### src/rtl/axis_srl_pkg.sv
// axis_srl_pkg: shared SRL geometry for the registered SRL FIFO
//   P_SRL_AWIDTH : address width of one SRL cell
//   P_SRL_DEPTH  : physical depth of one SRL cell
//   P_CNT_WIDTH  : width of the SRL occupancy counter and the total count
package axis_srl_pkg;
    localparam int P_SRL_AWIDTH = 5;
    localparam int P_SRL_DEPTH = 32;
    localparam int P_CNT_WIDTH = 6;
endpackage

### src/rtl/reg_srl_fifo_srl.sv
// reg_srl_fifo_srl: 1-bit, 32-deep addressable shift register cell without reset
//   clk : clock
//   a   : read address; 0 is the most recently shifted-in bit
//   ce  : shift enable; d enters position 0 and older bits move up one position
//   d   : serial input bit
//   q   : bit at address a, read before the edge
module reg_srl_fifo_srl
    import axis_srl_pkg::*;
(
    input  logic                    clk,
    input  logic [P_SRL_AWIDTH-1:0] a,
    input  logic                    ce,
    input  logic                    d,
    output logic                    q
);
    logic [P_SRL_DEPTH-1:0] sr;
    always_ff @(posedge clk) begin
        if (ce) sr <= {sr[P_SRL_DEPTH-2:0], d};
    end
    assign q = sr[a];
endmodule

### src/rtl/axis_reg_srl_fifo.sv
// axis_reg_srl_fifo: AXI-Stream FIFO built from SRL cells followed by one output register
//   clk, reset : clock, synchronous active-high reset
//   s_valid, s_ready, s_payload : upstream handshake and data; s_ready depends on registers and reset only
//   m_valid, m_ready, m_payload : downstream handshake and registered data
//   count : total entries held (SRL entries plus the output register)
module axis_reg_srl_fifo
    import axis_srl_pkg::*;
#(
    parameter int C_WIDTH = 32,
    parameter int C_DEPTH = 32
) (
    input  logic                   clk,
    input  logic                   reset,
    input  logic                   s_valid,
    output logic                   s_ready,
    input  logic [C_WIDTH-1:0]     s_payload,
    output logic                   m_valid,
    input  logic                   m_ready,
    output logic [C_WIDTH-1:0]     m_payload,
    output logic [P_CNT_WIDTH-1:0] count
);
    localparam logic [P_CNT_WIDTH-1:0] DEPTH = P_CNT_WIDTH'(C_DEPTH);
    if (C_DEPTH < 2 || C_DEPTH > P_SRL_DEPTH) begin : g_bad_depth
        $error("C_DEPTH must be in 2..%0d", P_SRL_DEPTH);
    end
    logic [P_CNT_WIDTH-1:0]  srl_cnt;
    logic [P_SRL_AWIDTH-1:0] a;
    logic [C_WIDTH-1:0]      q;
    logic                    push;
    logic                    load;
    assign s_ready = ~reset & (srl_cnt < DEPTH);
    assign push = s_valid & s_ready;
    assign load = (srl_cnt != '0) & (~m_valid | m_ready);
    // oldest entry sits at srl_cnt-1; srl_cnt=32 wraps to 0 in 5 bits, so decrement the low bits
    assign a = (srl_cnt == '0) ? '0 : srl_cnt[P_SRL_AWIDTH-1:0] - P_SRL_AWIDTH'(1);
    assign count = srl_cnt + P_CNT_WIDTH'(m_valid);
    for (genvar i = 0; i < C_WIDTH; i++) begin : g_srl
        reg_srl_fifo_srl u_srl (
            .clk (clk),
            .a   (a),
            .ce  (push),
            .d   (s_payload[i]),
            .q   (q[i])
        );
    end
    always_ff @(posedge clk) begin
        if (reset) begin
            srl_cnt   <= '0;
            m_valid   <= 1'b0;
            m_payload <= '0;
        end else begin
            srl_cnt <= srl_cnt + P_CNT_WIDTH'(push) - P_CNT_WIDTH'(load);
            if (load) begin
                m_valid   <= 1'b1;
                m_payload <= q;
            end else if (m_ready) begin
                m_valid <= 1'b0;
            end
        end
    end
endmodule
### config.mk
export PLATFORM = sky130hd
export DESIGN_NAME = axis_reg_srl_fifo
export DESIGN_NICKNAME = d
export VERILOG_FILES = /design/src/rtl/axis_srl_pkg.sv /design/src/rtl/reg_srl_fifo_srl.sv /design/src/rtl/axis_reg_srl_fifo.sv
export SDC_FILE = /design/constraint.sdc
export NUM_CORES = 1
export LEC_CHECK = 0
export BUFFER_PORTS_ARGS = -buffer_cell sky130_fd_sc_hd__buf_2
export CAP_MARGIN = 10
export CORE_UTILIZATION = 58
export CTS_CLUSTER_DIAMETER = 30
export DETAILED_ROUTE_END_ITERATION = 6
export PLACE_DENSITY_LB_ADDON = 0.3
export SYNTH_ARGS = -nofsm -noshare
export SYNTH_HDL_FRONTEND = slang
export SYNTH_HIERARCHICAL = 1
export SYNTH_SLANG_ARGS = --single-unit
export TNS_END_PERCENT = 50
### constraint.sdc
create_clock -name clk -period 72.8 [get_ports clk]
set_input_delay 14.56 -clock clk [delete_from_list [all_inputs] [get_ports clk]]
set_output_delay 14.56 -clock clk [all_outputs]
set_load 0.005 [all_outputs]
==> results by group, run 1 <==
Clock network
  • Total clock sinks: 1063
  • Clk buf depth: 3
  • CTS H-tree depth: 4
  • Cts hold-fix bufs: 0
  • CTS tree: yes
  • Post-CTS sizing: 0
  • Clock transition at the registers of the reported paths: 0.05 ns
  • TritonCTS buffer count: 167
  • Root Buffer Master: clkbuf_16
  • Clock Latency Late Sink: 0.74 ns
  • Post-CTS Setup Bufs: 0

Global route
  • First-pass GRT wire length: 126 mm
  • Largest net degree at the start of global routing: 217
  • GRT overflow: 0
  • Initial antenna violation count: 3
  • Gr usage total: 21.1%
  • Number of global-route vias before repair: 23300

Placement
  • Placer Congestion: 0.790
  • Inst Count DP: 3544
  • Final HPWL DP: 41.7 mm
  • # port buffers: 75

Synthesis
  • FFs w/ async S/R, synth: 0%
  • Most used DFF post-synth: edfxtp_1
  • Synth area leader: edfxtp_1
  • Top cells by area, synth: edfxtp_1 (71%), mux2i_1 (12%), a22oi_1 (2.2%), dfxtp_1 (1.8%), nand2_1 (1.7%)
  • Register area share after synthesis: 73.1%
  • Distinct cells, synth: 40
  • EDFF count, synth: 1024
  • Post-synth net total: 2626
  • Gate Count Post-Synth: 2571
  • Syn_area_per_cell: 16.8 µm²
  • Synth top area share: 71.3%
  • Ys Warns: 6
  • Synthesized cell area: 43100 µm²
  • #FFs+latches synth: 1063

STA
  • Final setup violation count: 0
  • Worst rel slew slack: 18.8%
  • Post-Route Skew: 0.0211 ns
  • Final Hold Viols: 0
  • Fin Setup TNS: 0 ns
  • Tmin final: 30.25 ns
  • Hold Slack: 0.428 ns
  • Final Cycle Share: 41.5%
  • Slew of the pin with the lowest slew margin: 1.22 ns
  • Maximum clock frequency: 33.1 MHz
  • Pins Over Slew Limit: 0
  • RSZ-0062 raised after global routing: false

Critical path
  • Reg2Reg Depth: 13
  • Crit Path Max Fanout: 45
  • Critical path type: in -> out
  • Worst reg2reg endpoint: m_payload[17]$_SDFFE_PP0P_
  • Startpoint types: primary input
  • R2R Path Start: srl_cnt[2]$_SDFF_PP0_
  • Worst path arrival time: 15.69 ns
  • Critical Path End: s_ready
  • Crit path launch: reset
  • CP required: 58.24 ns
  • Crit path capture type: primary output
  • Reg2Reg Setup Slack: 67.05 ns

Die
  • Die area: 75400 µm²
  • Core area: 73200 µm²
  • IO Count: 76
  • FP Rows: 99
  • Chip height: 275 µm
  • Initial Util: 58.9%
  • Die Width: 275 µm

Power and ir drop
  • Seq pwr share: 31.8%
  • Switching Share: 34.9%
  • Worst vdd ir: 53.0 µV
  • Pleak: 18.5 nW
  • Combinational power share: 35.7%
  • Psw: 0.000873 W
  • Clock Power Share: 32.5%
  • Power Density: 50.4 nW/µm²
  • Internal power: 0.00163 W

Layout
  • Area of the multi-input gates: 10500 µm²
  • Layout cells sized above 1: 13.4%
  • Synth-to-layout area growth: 15.3%
  • Final non-filler cell total: 3854
  • Storage element area: 31500 µm²
  • # fillers: 4711
  • Post-layout nets: 2809

Run status
  • Failing checks: design-rule violations
  • Status: complete, but fails checks

Drt
  • Drt total wl: 78.3 mm
  • Initial DRC count: 2232
  • DR WL/cell: 20.3 µm
  • Remaining DRCs: 6
  • First drt pass iteration count: 7
  • Via count: 22900
  • Post-DR vias/cell: 5.95
  • Antenna-violating nets left: 0

Flow run
  • Max_cap viols: 0

Hold path
  • Hold Path Class: reg -> reg
## cell usage in the layout, fill, tap and decap left out, drive strengths merged
master       n
edfxtp    1024
mux2i      512
nand2      195
clkbuf     186
a21oi      132
a22oi      128
nand3       98
buf         97
clkinv      53
nor2        43
dfxtp       39
inv         39
nor2b       36
o21ai       33
a211oi      33
and2b       33
nand2b      33
and2        32
nand4b      32
a311o       32
bufinv      24
ha          18
clkinvlp    17
xnor2        6
diode        3
o21bai       2
mux2         2
nor4         2
nand3b       2
and3         1
xor2         1
a21boi       1
or3          1
o31ai        1
or4          1
a31oi        1
nand4        1
fa           1
## routing by layer
metal  track usage, %  share of wire, %  vias to the layer above
met5                0             0.014                        -
li1                 -                 -                    10600
met4             8.51               2.4                        2
met2             31.5                46                      751
met3             4.43               6.4                      153
met1             30.6                45                    11400
## area by class of cell
| class | count | area share [%] |
|---|---|---|
| timing repair buffer | 97 | 1.16 |
| antenna | 3 | 0.0151 |
| inverter | 12 | 0.106 |
| tap | 959 | 2.41 |
| clock inverter | 121 | 3.09 |
| sequential | 1063 | 63.4 |
| multi-input combinational | 1413 | 21.1 |
| clock buffer | 186 | 8.65 |
## how the worst min path moves through the flow
stage / startpoint / to / slack (ns) / cells after the start
4_1_cts: g_srl[4].u_srl/sr[22]$_DFFE_PP_ / g_srl[4].u_srl/sr[23]$_DFFE_PP_ / 0.44 / 0
2_1_floorplan: g_srl[0].u_srl/sr[10]$_DFFE_PP_ / g_srl[0].u_srl/sr[11]$_DFFE_PP_ / 0.43 / 0
6_report: g_srl[4].u_srl/sr[22]$_DFFE_PP_ / g_srl[4].u_srl/sr[23]$_DFFE_PP_ / 0.43 / 0
3_5_place_dp: g_srl[27].u_srl/sr[6]$_DFFE_PP_ / g_srl[27].u_srl/sr[7]$_DFFE_PP_ / 0.43 / 0
5_1_grt: g_srl[25].u_srl/sr[14]$_DFFE_PP_ / g_srl[25].u_srl/sr[15]$_DFFE_PP_ / 0.45 / 0
3_3_place_gp: g_srl[25].u_srl/sr[1]$_DFFE_PP_ / g_srl[25].u_srl/sr[2]$_DFFE_PP_ / 0.43 / 0
## state kept, by name (all words and copies together) (netlist names)
register,cells
m_payload,32
m_valid,1
srl_cnt,6
g_srl.u_srl/sr,1024
## per-stage QoR
step | cell area, µm² | setup WS (ns) | utilization, % | power (W)
3_3_place_gp | 43900 | 42.55 | 59.9 | 0.00166
5_1_grt | 49700 | 42.50 | 67.9 | 0.00263
6_report | 49700 | 42.55 | 67.9 | 0.00250
3_5_place_dp | 43900 | 42.57 | 59.9 | 0.00169
4_1_cts | 49700 | 42.56 | 67.9 | 0.00251
2_1_floorplan | 43100 | 36.59 | - | 0.00161
## cells in the mapped netlist (2+ instances only)
library cell  count
and2b_1          32
o21bai_1          2
buf_12           32
a21oi_1         132
nand3_1          98
a311o_1          32
nor2b_1          36
clkbuf_1          6
buf_2             6
nor4_1            2
nor2_1           43
buf_6            34
a22oi_1         128
inv_1            12
nand2b_1         33
a211oi_1         33
mux2_2            2
nand4b_1         32
mux2i_1         512
dfxtp_1          39
buf_1             2
o21ai_0          33
nand3b_1          2
ha_1             18
xnor2_1           6
nand2_1         195
and2_1           32
clkbuf_2          2
edfxtp_1       1024
## worst max-delay path, cell delays in order
cell    delay [ns]
buf_2         0.83
nor2_1        0.11
buf_2         0.18
## kinds of logic after synthesis
group | count (synthesis) | share of synthesized area, %
DFF | 1063 | 73.1
muxes | 514 | 11.9
and+or+nand+nor | 510 | 6.03
AOI/OAI and AO/OA | 363 | 5.55
buffers and inverters | 95 | 2.66
adders and majority gates | 19 | 0.569
xor gates and xnor gates | 7 | 0.142
## power groups by stage
stage                     Sequential [W]  Combinational [W]  Clock (W)
after detailed placement        0.000806           0.000880          0
after global routing            0.000804           0.000971   0.000854
after floorplan                 0.000861           0.000751          0
final                           0.000796           0.000893   0.000814
after global placement          0.000802           0.000861          0
after CTS                       0.000797           0.000888   0.000828
Note: power is estimated with default switching activity, not from simulation.
==> inputs of run 2 (changes only) <==
--- a/config.mk
+++ b/config.mk
@@ -5,9 +5,10 @@
 export SDC_FILE = /design/constraint.sdc
 export NUM_CORES = 1
 export LEC_CHECK = 0
+export ABC_AREA = 1
 export BUFFER_PORTS_ARGS = -buffer_cell sky130_fd_sc_hd__buf_2
 export CAP_MARGIN = 10
-export CORE_UTILIZATION = 58
+export CORE_UTILIZATION = 57
 export CTS_CLUSTER_DIAMETER = 30
 export DETAILED_ROUTE_END_ITERATION = 6
 export PLACE_DENSITY_LB_ADDON = 0.3
==> constraint.sdc (replaced) <==
create_clock -name clk -period 26.4 [get_ports clk]
set_input_delay 5.28 -clock clk [delete_from_list [all_inputs] [get_ports clk]]
set_output_delay 5.28 -clock clk [all_outputs]
set_load 0.005 [all_outputs]
==> run 2 against run 1 <==
  * The flow now finishes without violations
  * Sequential power grew to 2.8 times the previous value
  * Critical path depth unchanged
  * Global-route usage up 0.92 points
  * Worst setup slack worse by 27 ns
  * Final cell count grew 33%
  * Largest power group unchanged
  * Highest routed layer unchanged
==> results by group, run 2 <==
Run status
  • Status: complete, no violations

Layout
  • Layout cells sized above 1: 17.0%
  • Post-layout nets: 3961
  • Register with the most flip-flops: g_srl.u_srl/sr
  • Synth-to-layout area growth: 15.5%
  • Most frequent cells in the layout: nand2_1 (1262), edfxtp_1 (1024), nand3_1 (772)
  • Top Registers: g_srl.u_srl/sr (1024), m_payload (32), srl_cnt (6)
  • Largest register FFs: 1024
  • Most common cell after layout, fill and taps aside: nand2_1
  • # fillers: 5583

Critical path
  • Most frequent CP cell: buf_2
  • CP required: 21.12 ns
  • Crit path max-delay cell type: buf_2
  • Startpoint types: primary input
  • CP top delay family: buffers and inverters
  • Crit path buf inv count: 2
  • Critical path type: in -> out
  • Crit path cell chain: buf_2 -> nor2_1 -> buf_2
  • Worst path max stage delay: 0.13 ns
  • Worst path arrival time: 5.65 ns
  • Crit path capture type: primary output
  • Crit Path Max Fanout: 5

Clock network
  • Clock transition at the registers of the reported paths: 0.05 ns
  • Total clock sinks: 1063
  • Clock Latency Late Sink: 0.76 ns
  • Post-CTS Setup Bufs: 0
  • Cts hold-fix bufs: 0
  • TritonCTS buffer count: 189
  • Clk buf depth: 3
  • CTS tree: yes
  • Post-CTS sizing: 0
  • CTS H-tree depth: 4
  • Root Buffer Master: clkbuf_16

Synthesis
  • FFs w/ async S/R, synth: 0%
  • #FFs+latches synth: 1063
  • Gate Count Post-Synth: 3756
  • Synth top area share: 68.9%
  • Post-synth net total: 3811
  • Most frequent cell after synthesis: nand2_1
  • Synth top cells by count: nand2_1 (1262), edfxtp_1 (1024), nand3_1 (772)
  • Ys Warns: 6
  • Most used DFF post-synth: edfxtp_1
  • Distinct cells, synth: 26
  • Top cells by area, synth: edfxtp_1 (69%), nand2_1 (11%), nand3_1 (8.7%), nand2_2 (2.7%), dfxtp_1 (1.7%)
  • Syn_area_per_cell: 11.9 µm²
  • EDFF count, synth: 1024
  • Register area share after synthesis: 70.6%
  • Synth area leader: edfxtp_1
  • Synthesized cell area: 44700 µm²

STA
  • Pins Over Slew Limit: 0
  • Maximum clock frequency: 91.5 MHz
  • Worst rel slew slack: 23.5%
  • RSZ-0062 raised after global routing: false
  • Tmin final: 10.93 ns
  • Fin Setup TNS: 0 ns
  • Setup ws final: 15.47 ns
  • Final setup violation count: 0
  • Post-Route Skew: 0.0407 ns
  • Slew of the pin with the lowest slew margin: 1.15 ns
  • Final Hold Viols: 0
  • Final Cycle Share: 41.4%

Die
  • FP Rows: 102
  • Die Width: 282 µm
  • Die area: 79500 µm²
  • Core area: 77500 µm²
  • Chip height: 282 µm
  • IO Count: 76
  • Initial Util: 57.6%

Placement
  • DP Worst Slack: 15.47 ns
  • Final HPWL DP: 42.5 mm
  • # port buffers: 75
  • Placer Congestion: 0.768

Drt
  • DR WL/cell: 16.8 µm
  • Via count: 27800
  • Post-DR vias/cell: 5.44
  • First drt pass iteration count: 6
  • Drt total wl: 86.1 mm
  • Initial DRC count: 2538
  • Remaining DRCs: 0
  • Antenna-violating nets left: 0

Power and ir drop
  • Pleak: 20.0 nW
  • Overall Power: 0.00744 W
  • Power Density: 144 nW/µm²
  • Worst vdd ir: 344 µV

Flow run
  • Max_cap viols: 0

Global route
  • First-pass GRT wire length: 141 mm
  • Gr usage total: 22.1%
  • Initial antenna violation count: 4
  • Number of global-route vias before repair: 26800
  • GRT overflow: 0
  • Largest net degree at the start of global routing: 193

Hold path
  • Hold Path Class: reg -> reg
run 2: final timing paths:
| path | start | to | slack (ns) | cells after the start |
|---|---|---|---|---|
| worst max-delay path | reset | s_ready | 15.47 | 3 |
| worst min-delay path | g_srl[9].u_srl/sr[21]$_DFFE_PP_ | g_srl[9].u_srl/sr[22]$_DFFE_PP_ | 0.42 | 0 |
| worst max register to register | srl_cnt[3]$_SDFF_PP0_ | m_payload[6]$_SDFFE_PP0P_ | 21.42 | 18 |
| worst min register to register | g_srl[9].u_srl/sr[21]$_DFFE_PP_ | g_srl[9].u_srl/sr[22]$_DFFE_PP_ | 0.42 | 0 |
run 2: layout make-up:
cell class	instances	area (µm²)	share of cell area, %
flip-flops and latches	1063	31500	61.1
clock buffers	221	4940	9.58
diodes	1	2.50	0.00485
well taps	1040	1300	2.52
clock inverters	136	1650	3.21
repair buffers	96	583	1.13
inverters	182	865	1.68
multi-input cells	2374	10700	20.7
run 2: cells by family (layout without fill, tap and decap cells):
group,count (synthesis),after routing,synth area share [%]
AOI/OAI and AO/OA,46,46,0.527
and+or+nand+nor,2305,2305,22.7
buffers and inverters,319,635,5.50
xor gates and xnor gates,4,4,0.0785
DFF,1063,1063,70.6
adders and majority gates,19,19,0.549
other,0,1,0
run 2: metrics by stage:
stage	util, %	instance area (µm²)	instances	hold slack (ns)
detailed placement	58.1	45000	4755	0.432
global placement	58.1	45000	4755	0.428
finish	66.6	51600	5113	0.420
global route	66.6	51600	5112	0.433
floorplan	-	44700	3756	0.426
CTS	66.6	51600	5112	0.419
run 2: where the power goes:
group	switching [W]	internal (W)	leakage [nW]
Sequential	0.0000967	0.00210	9.82
Clock	0.000866	0.00160	3.20
Combinational	0.00196	0.000806	7.02
run 2: per-layer routing:
| metal | vias to the layer above | GRT usage [%] | part of all wire (%) | wire length [µm] |
|---|---|---|---|---|
| li1 | 13400 | - | - | - |
| met1 | 13400 | 33.0 | 47 | 40400 |
| met2 | 845 | 31.6 | 45 | 38400 |
| met3 | 155 | 4.91 | 6.2 | 5310 |
| met4 | 8 | 8.26 | 2.3 | 1970 |
| met5 | - | 0 | 0.057 | 49 |
